$ cat src/rtl/cmos_pkg.sv
// Shared definitions for the camera capture path: state encoding, default
// geometry (kept in step with vga_control) and a saturating counter helper.
package cmos_pkg;

   typedef enum logic [1:0] {
      S_SKIP = 2'd0,
      S_WAIT = 2'd1,
      S_CAP  = 2'd2
   } cap_state_t;

   localparam int H_DEFAULT    = 640;
   localparam int V_DEFAULT    = 480;
   localparam int RGB_W        = 16;
   localparam int SKIP_DEFAULT = 10;
   localparam int CNT_W        = 11;

   function automatic logic [CNT_W-1:0] sat_inc(input logic [CNT_W-1:0] v);
      return (&v) ? v : v + 1'b1;
   endfunction

endpackage

$ cat src/rtl/cmos_edge_det.sv
// Registers one DVP control line and produces single-cycle rise/fall pulses
// aligned with the registered copy.
module cmos_edge_det (
   input  logic clk,
   input  logic rst_n,
   input  logic din,
   output logic q,
   output logic rise,
   output logic fall
);

   logic q_d;

   always_ff @(posedge clk or negedge rst_n) begin
      if (!rst_n) begin
         q   <= 1'b0;
         q_d <= 1'b0;
      end else begin
         q   <= din;
         q_d <= q;
      end
   end

   assign rise = q & ~q_d;
   assign fall = ~q & q_d;

endmodule

$ cat src/rtl/cmos_capture.sv
// DVP camera capture: drops start-up frames, assembles RGB565 from byte pairs
// and pushes one word per pixel into the SDRAM write FIFO with frame markers.
module cmos_capture
   import cmos_pkg::*;
#(
   parameter int H_PIXELS    = H_DEFAULT,
   parameter int V_LINES     = V_DEFAULT,
   parameter int SKIP_FRAMES = SKIP_DEFAULT
) (
   input  logic        clk,
   input  logic        rst_n,
   input  logic        cmos_vsync,
   input  logic        cmos_href,
   input  logic [7:0]  cmos_data,
   input  logic        capture_en,
   output logic        wr_en,
   output logic [15:0] wr_data,
   output logic        frame_start,
   output logic        frame_done,
   output logic        frame_err
);

   localparam logic [CNT_W-1:0] H_L    = CNT_W'(H_PIXELS);
   localparam logic [CNT_W-1:0] V_L    = CNT_W'(V_LINES);
   localparam logic [3:0]       SKIP_L = 4'(SKIP_FRAMES);

   logic r_vsync, vs_rise, vs_fall;
   logic r_href, href_rise, href_fall;
   logic [7:0] r_data;

   cmos_edge_det u_vs (
      .clk  (clk),
      .rst_n(rst_n),
      .din  (cmos_vsync),
      .q    (r_vsync),
      .rise (vs_rise),
      .fall (vs_fall)
   );

   cmos_edge_det u_hs (
      .clk  (clk),
      .rst_n(rst_n),
      .din  (cmos_href),
      .q    (r_href),
      .rise (href_rise),
      .fall (href_fall)
   );

   always_ff @(posedge clk or negedge rst_n) begin
      if (!rst_n) r_data <= 8'h00;
      else        r_data <= cmos_data;
   end

   cap_state_t       state;
   logic [3:0]       skip_cnt;
   logic [CNT_W-1:0] pix_cnt, line_cnt;
   logic             toggle, err;
   logic [7:0]       hi_byte;
   logic             pend_en;
   logic [15:0]      pend_data;

   // A line always opens on a high byte, whatever state the toggle was left in.
   logic tog_eff;
   assign tog_eff = toggle & ~href_rise;

   // A line closing in the same cycle as vsync rises still counts toward the frame.
   logic             line_err_now;
   logic [CNT_W-1:0] lines_now;
   assign line_err_now = href_fall & ((pix_cnt != H_L) | toggle);
   assign lines_now    = href_fall ? sat_inc(line_cnt) : line_cnt;

   always_ff @(posedge clk or negedge rst_n) begin
      if (!rst_n) begin
         state       <= S_SKIP;
         skip_cnt    <= 4'd0;
         pix_cnt     <= '0;
         line_cnt    <= '0;
         toggle      <= 1'b0;
         err         <= 1'b0;
         hi_byte     <= 8'h00;
         pend_en     <= 1'b0;
         pend_data   <= 16'h0000;
         wr_en       <= 1'b0;
         wr_data     <= 16'h0000;
         frame_start <= 1'b0;
         frame_done  <= 1'b0;
         frame_err   <= 1'b0;
      end else begin
         frame_start <= 1'b0;
         frame_done  <= 1'b0;
         pend_en     <= 1'b0;
         wr_en       <= pend_en;
         if (pend_en) wr_data <= pend_data;

         case (state)
            S_SKIP: begin
               if (skip_cnt == SKIP_L)
                  state <= S_WAIT;
               else if (vs_rise)
                  skip_cnt <= skip_cnt + 1'b1;
            end

            S_WAIT: begin
               if (vs_fall && capture_en) begin
                  frame_start <= 1'b1;
                  frame_err   <= 1'b0;
                  err         <= 1'b0;
                  pix_cnt     <= '0;
                  line_cnt    <= '0;
                  toggle      <= 1'b0;
                  state       <= S_CAP;
               end
            end

            S_CAP: begin
               if (vs_rise) begin
                  // r_href still high here means the last line was cut short.
                  frame_done <= 1'b1;
                  frame_err  <= err | line_err_now | r_href | (lines_now != V_L);
                  state      <= S_WAIT;
               end else if (href_fall) begin
                  if (line_err_now) err <= 1'b1;
                  line_cnt <= sat_inc(line_cnt);
                  pix_cnt  <= '0;
                  toggle   <= 1'b0;
               end else if (r_href) begin
                  if (!tog_eff) begin
                     hi_byte <= r_data;
                     toggle  <= 1'b1;
                  end else begin
                     toggle    <= 1'b0;
                     pend_en   <= (pix_cnt < H_L) && (line_cnt < V_L);
                     pend_data <= {hi_byte, r_data};
                     pix_cnt   <= sat_inc(pix_cnt);
                  end
               end
            end

            default: state <= S_SKIP;
         endcase
      end
   end

endmodule

$ cat config.mk
export PLATFORM = sky130hd
export DESIGN_NAME = cmos_capture
export DESIGN_NICKNAME = d
export VERILOG_FILES = /design/src/rtl/cmos_pkg.sv /design/src/rtl/cmos_edge_det.sv /design/src/rtl/cmos_capture.sv
export SDC_FILE = /design/constraint.sdc
export NUM_CORES = 1
export LEC_CHECK = 0
export ABC_AREA = 0
export BUFFER_PORTS_ARGS = -buffer_cell sky130_fd_sc_hd__buf_2
export CAP_MARGIN = 20
export CORE_ASPECT_RATIO = 2
export CORE_MARGIN = 1
export CORE_UTILIZATION = 40
export DETAILED_ROUTE_END_ITERATION = 8
export SYNTH_ARGS = -nofsm -noshare
export SYNTH_HDL_FRONTEND = slang
export SYNTH_HIERARCHICAL = 1
export SYNTH_SLANG_ARGS = --single-unit
$ cat constraint.sdc
create_clock -name clk -period 3.3 [get_ports clk]
set_input_delay 0.33 -clock clk [delete_from_list [all_inputs] [get_ports clk]]
set_output_delay 0.33 -clock clk [all_outputs]
set_load 0.05 [all_outputs]
# Yosys cells after proc, flatten, opt, wreduce, memory -nomap -nowiden
# Index checks and enable logic that the tools add are counted.
totals:
  register_bits: 87
  latch_bits: 0
  ramBits: 0
  romBits: 0
  input_bits: 13
  out_inout_bits: 20
  word_cells: 108
  memories: 0
classes:
  add_sub_neg: 3
  n_mul: 0
  div: 0
  order_cmp: 2
  eq_ne: 14
  shift: 0
  muxes: 36
  bitwise_logic: 19
  n_reduce_logical: 15
op_table:
  columns: ["cell", "n"]
  rows:
  - ["two-way mux 11 bit", 9]
  - ["one-hot mux 11 bit (2 select lines)", 2]
  - ["adder 11 x 1 -> 11 bit (second input constant)", 2]
  - ["AND reduction 11 bit", 2]
  - ["two-way mux 1 bit", 18]
  - ["AND reduction 5 bit", 3]
  - ["AND reduction 3 bit", 4]
  - ["less-than comparator 11 x 10 -> 1 bit (second input constant)", 1]
  - ["less-than comparator 11 x 9 -> 1 bit (second input constant)", 1]
  - ["inequality test 11 x 10 -> 1 bit (second input constant)", 1]
  - ["inequality test 11 x 9 -> 1 bit (second input constant)", 1]
  - ["inequality test 2 bit (second input constant)", 5]
  - ["inverter 1 bit", 9]
  - ["AND 1 bit", 6]
  - ["two-way mux 2 bit", 3]
  - ["inequality test 3 bit (second input constant)", 2]
  - ["one-hot mux 1 bit (2 select lines)", 3]
  - ["one-hot mux 2 bit (3 select lines)", 1]
  - ["AND reduction 6 bit", 1]
  - ["adder 4 x 1 -> 4 bit (second input constant)", 1]
  - ["equality test 4 bit (second input constant)", 1]
  - ["bitwise OR 1 bit", 4]
  - ["AND reduction 4 bit", 1]
  - ["inequality test 3 x 2 -> 1 bit (second input constant)", 1]
  - ["other kinds (6)", 7]

# Logic depth before layout (Yosys ltp)
logic_depth:
  depth_word: 9
  mapped_depth: 8
  mapped_depth_nobuf: 8

# Hierarchy
# Netlist, hierarchy kept.
by_module_without_submodules:
  columns: ["mod", "n_inst", "cells_per_inst", "area_per_inst_um2", "seq_area_each_um2"]
  rows:
  - ["cmos_capture", 1, 326, 3704.8, 2077.0]
  - ["cmos_edge_det", 2, 4, 65.1, 50.0]

# Worst setup path after synthesis
# Ideal clock, no wire load.
synth_path:
  kind: "flip-flop to flip-flop"
  start: "register u_hs.q"
  end: "register pend_data[10]"
  setup_time_ps: 127
  arrival_ps: 1800
  t_required_ps: 3173
  slack_ps: 1372
  path_stages_with_launch: 7
  n_path_buf: 2
  synth_period_minus_slack_ps: 1928
  cell_sequence: "dfrtp_1 -> and2b_2 -> nand2b_1 -> or3_1 -> buf_2 -> buf_6 -> mux2_1"
synth_via:
  elab_chain_len: 4
  word_cells_on_any_way: 7
  cone_classes: "bitwise (6); reduce/logical (1)"
synth_rtl:
  columns: ["item", "line_no", "rtl"]
  rows:
  - ["start, declared", "cmos_edge_det.sv:7", "output logic q,"]
  - ["start signal, assigned", "cmos_edge_det.sv:19", "q <= din;"]
  - ["inverter 1 bit", "cmos_edge_det.sv:25", "assign fall = ~q & q_d;"]
  - ["AND 1 bit", "cmos_edge_det.sv:25", null]
  - ["net href_fall", "cmos_capture.sv:28", "logic r_href, href_rise, href_fall;"]
  - ["inverter 1 bit (no source line)", null, null]
  - ["AND reduction 5 bit (no source line)", null, null]
  - ["end signal, assigned", "cmos_capture.sv:133", "pend_data <= {hi_byte, r_data};"]
  - ["end, declared", "cmos_capture.sv:60", "logic [15:0] pend_data;"]
# The timed path passes the listed nets, and every way through them passes these cells.
# A chain may end at the register's enable or synchronous reset.

# Worst setup path after layout
layout_path:
  start: "register u_hs.q"
  end: "register pend_data[15]"
# Same word-level chain as after synthesis.

==> flow_summary.toml <==
[status]
status = "finished, violations left"
violations = "DRC"

[clock_tree]
cts_tree = "done"
cts_buffers = 9
clk_pin_slew_worst_paths_ns = 0.06
cts-root-buf = "clkbuf_16"
clock_sinks = 87
hold_buffers = 1
cts_resized = 0
clock_latency_ns = 0.34
h-tree-depth = 3
clockBufferDepth = 2
postCtsSetupBuffers = 0

[place]
place_inst = 457
dpl_worst_slack_ns = 0.897
dpl.hpwl_um = 5830
gp_congestion = 0.938
io_buffers = 32

[finish]
syn_to_final_growth_pct = 13.4
antenna_cells = 0
final_cells = 474
drive_gt1_frac = 0.238
final_util = 0.467
fin_nets = 383

[setup_path]
arrival_ns = 2.61
start_kind = "register"
cp_data_required_time_ns = 3.51
cp-end-kind = "register"
critPathMaxFanout = 17
critical_path_class = "reg -> reg"

[yosys]
synth_edf_count = 0
syn_avg_cell_area_um2 = 11.5
synth_cell_type_count = 49
netlist.area_leader.share = 0.568
synth_flop_cell = "dfrtp_1"
ys_ff_latch = 87
synth.yosys.seq_area_share = 0.568
yosysMostFrequentCell = "dfrtp_1"
yosys-top-cells-count = "dfrtp_1, mux2_2, a21oi_1, nand2_1, o21ai_0"
synthCells = 334
asyncSetResetFlopFracSynth = 1.00
ys_top_cells_by_area = "dfrtp_1, mux2_2, mux2_1, a21oi_1, o21ai_0"
syn_nets = 352
netlist_area_mm2 = 0.00383
synth_top_cell_by_area = "dfrtp_1"
ys_warn_count = 6

[grt]
grt_pass1_wl_um = 13800
grtUsageMet3 = 0.0453
busiest_layer = "met2"
grt_pass1_vias = 2745
antenna_found_initial = 0
grt.total_usage = 0.182
grt_util_met2 = 0.326
grt.overflow.total = 0
grt_use_met1 = 0.192
grt_max_degree = 41

[power]
powerDensity_mw_per_mm2 = 643
p_leak_nw = 2.05
peakVddDrop_v = 0.000301

[route]
routed-via-count = 2706
drt_first_pass_iters = 6
drtAntennaViolNets = 0
drt_iter0_drc = 158
wl_um = 8130
drc = 6
wire_per_inst_um = 17.1
viasPerCell = 5.71

[timing]
period_share = 0.726
min_period_ns = 2.39
hold_viol = 0
clock.fmax_mhz = 418
setup-tns-final_ns = 0
hold_slack_ns = 0.0945
drv_slew = 0
rsz0062_at_grt = "false"
finalSetupViolCount = 0
relSlewSlack = 0.449
finClkSkew_ns = 0.00452
tightest_slew_ns = 0.816
fin_ws_ns = 0.905

[job]
maxCapViolations = 0

[hold_path]
min_path_type = "in -> reg"

[floorplanning]
die_area_mm2 = 0.0100
die_h_um = 140
start_util = 0.411
rows = 50
ios = 33
die_x_um = 71.2
core_mm2 = 0.00932
-- metrics by stage --
stage               instance area (µm²)  total power [W]
finish                             4350          0.00280
floorplan                          3830          0.00174
global placement                   4070          0.00188
global route                       4350          0.00294
CTS                                4350          0.00282
detailed placement                 4070          0.00189
-- where the power goes --
part | internal [W] | switching [W]
clock network | 0.000510 | 0.000416
logic | 0.000200 | 0.000248
registers | 0.00125 | 0.000172
-- registers in the layout (all words and copies together), names as in the netlist, 2 cells and up --
register and cells:
wr_data 16, hi_byte 8, state 2, pix_cnt 11
skip_cnt 4, line_cnt 11, pend_data 16, r_data 8
-- worst max-delay path, stage by stage (launching register included) --
cell	delay, ns
dfrtp_1	0.50
and2b_2	0.37
nand2b_1	0.26
or3_1	0.68
mux2_1	0.45
-- kinds of logic after synthesis --
logic type,synth area share
buffers and inverters,0.0316
adders and majority gates,0.0163
xor gates and xnor gates,0.0114
AOI/OAI and AO/OA,0.103
and+or+nand+nor,0.147
muxes,0.123
DFF,0.568
-- cell type report --
type                    instances  area [µm²]
fillers                       878        4970
flip-flops and latches         87        2180
multi-input cells             221        1540
clock buffers                  11         233
repair buffers                 37         203
well taps                     104         130
clock inverters                 5        35.0
inverters                       9        35.0
-- worst paths after layout --
path | startpoint | to | slack (ns) | depth (start not counted)
min in group asynchronous | rst_n | skip_cnt[1]$_DFFE_PN0P_ | 0.52 | 2
worst min-delay path | cmos_vsync | u_vs/q$_DFF_PN0_ | 0.09 | 1
max in group asynchronous | rst_n | wr_en$_DFF_PN0_ | 2.02 | 3
worst max register to register | u_hs/q$_DFF_PN0_ | pend_data[15]$_DFFE_PN0P_ | 0.91 | 4
worst max-delay path | u_hs/q$_DFF_PN0_ | pend_data[15]$_DFFE_PN0P_ | 0.91 | 4
worst min register to register | u_vs/q$_DFF_PN0_ | u_vs/q_d$_DFF_PN0_ | 0.39 | 0
-- routing by layer --
metal | vias up | part of all wire | wire, µm
li1 | 1271 | - | -
met1 | 1366 | 0.39 | 3140
met2 | 52 | 0.55 | 4440
met3 | 17 | 0.030 | 246
met4 | 0 | 0.037 | 302
met5 | - | 0 | 0
-- layout by cell type, fill, tap and decap left out, types with 4 or more instances in the layout --
master	count
a21oi_1	23
nor2_1	12
dfrtp_1	87
buf_2	31
or3_1	7
buf_4	5
nor3_1	7
mux2_2	29
clkbuf_16	9
nor4_1	5
nand2_1	20
mux2_1	11
a31oi_1	11
o21ai_1	4
and3_1	5
xnor2_1	5
nand4_1	10
o21ai_0	19
inv_1	7
nand3_1	10
ha_1	5
(Power assumes the default switching activity.)
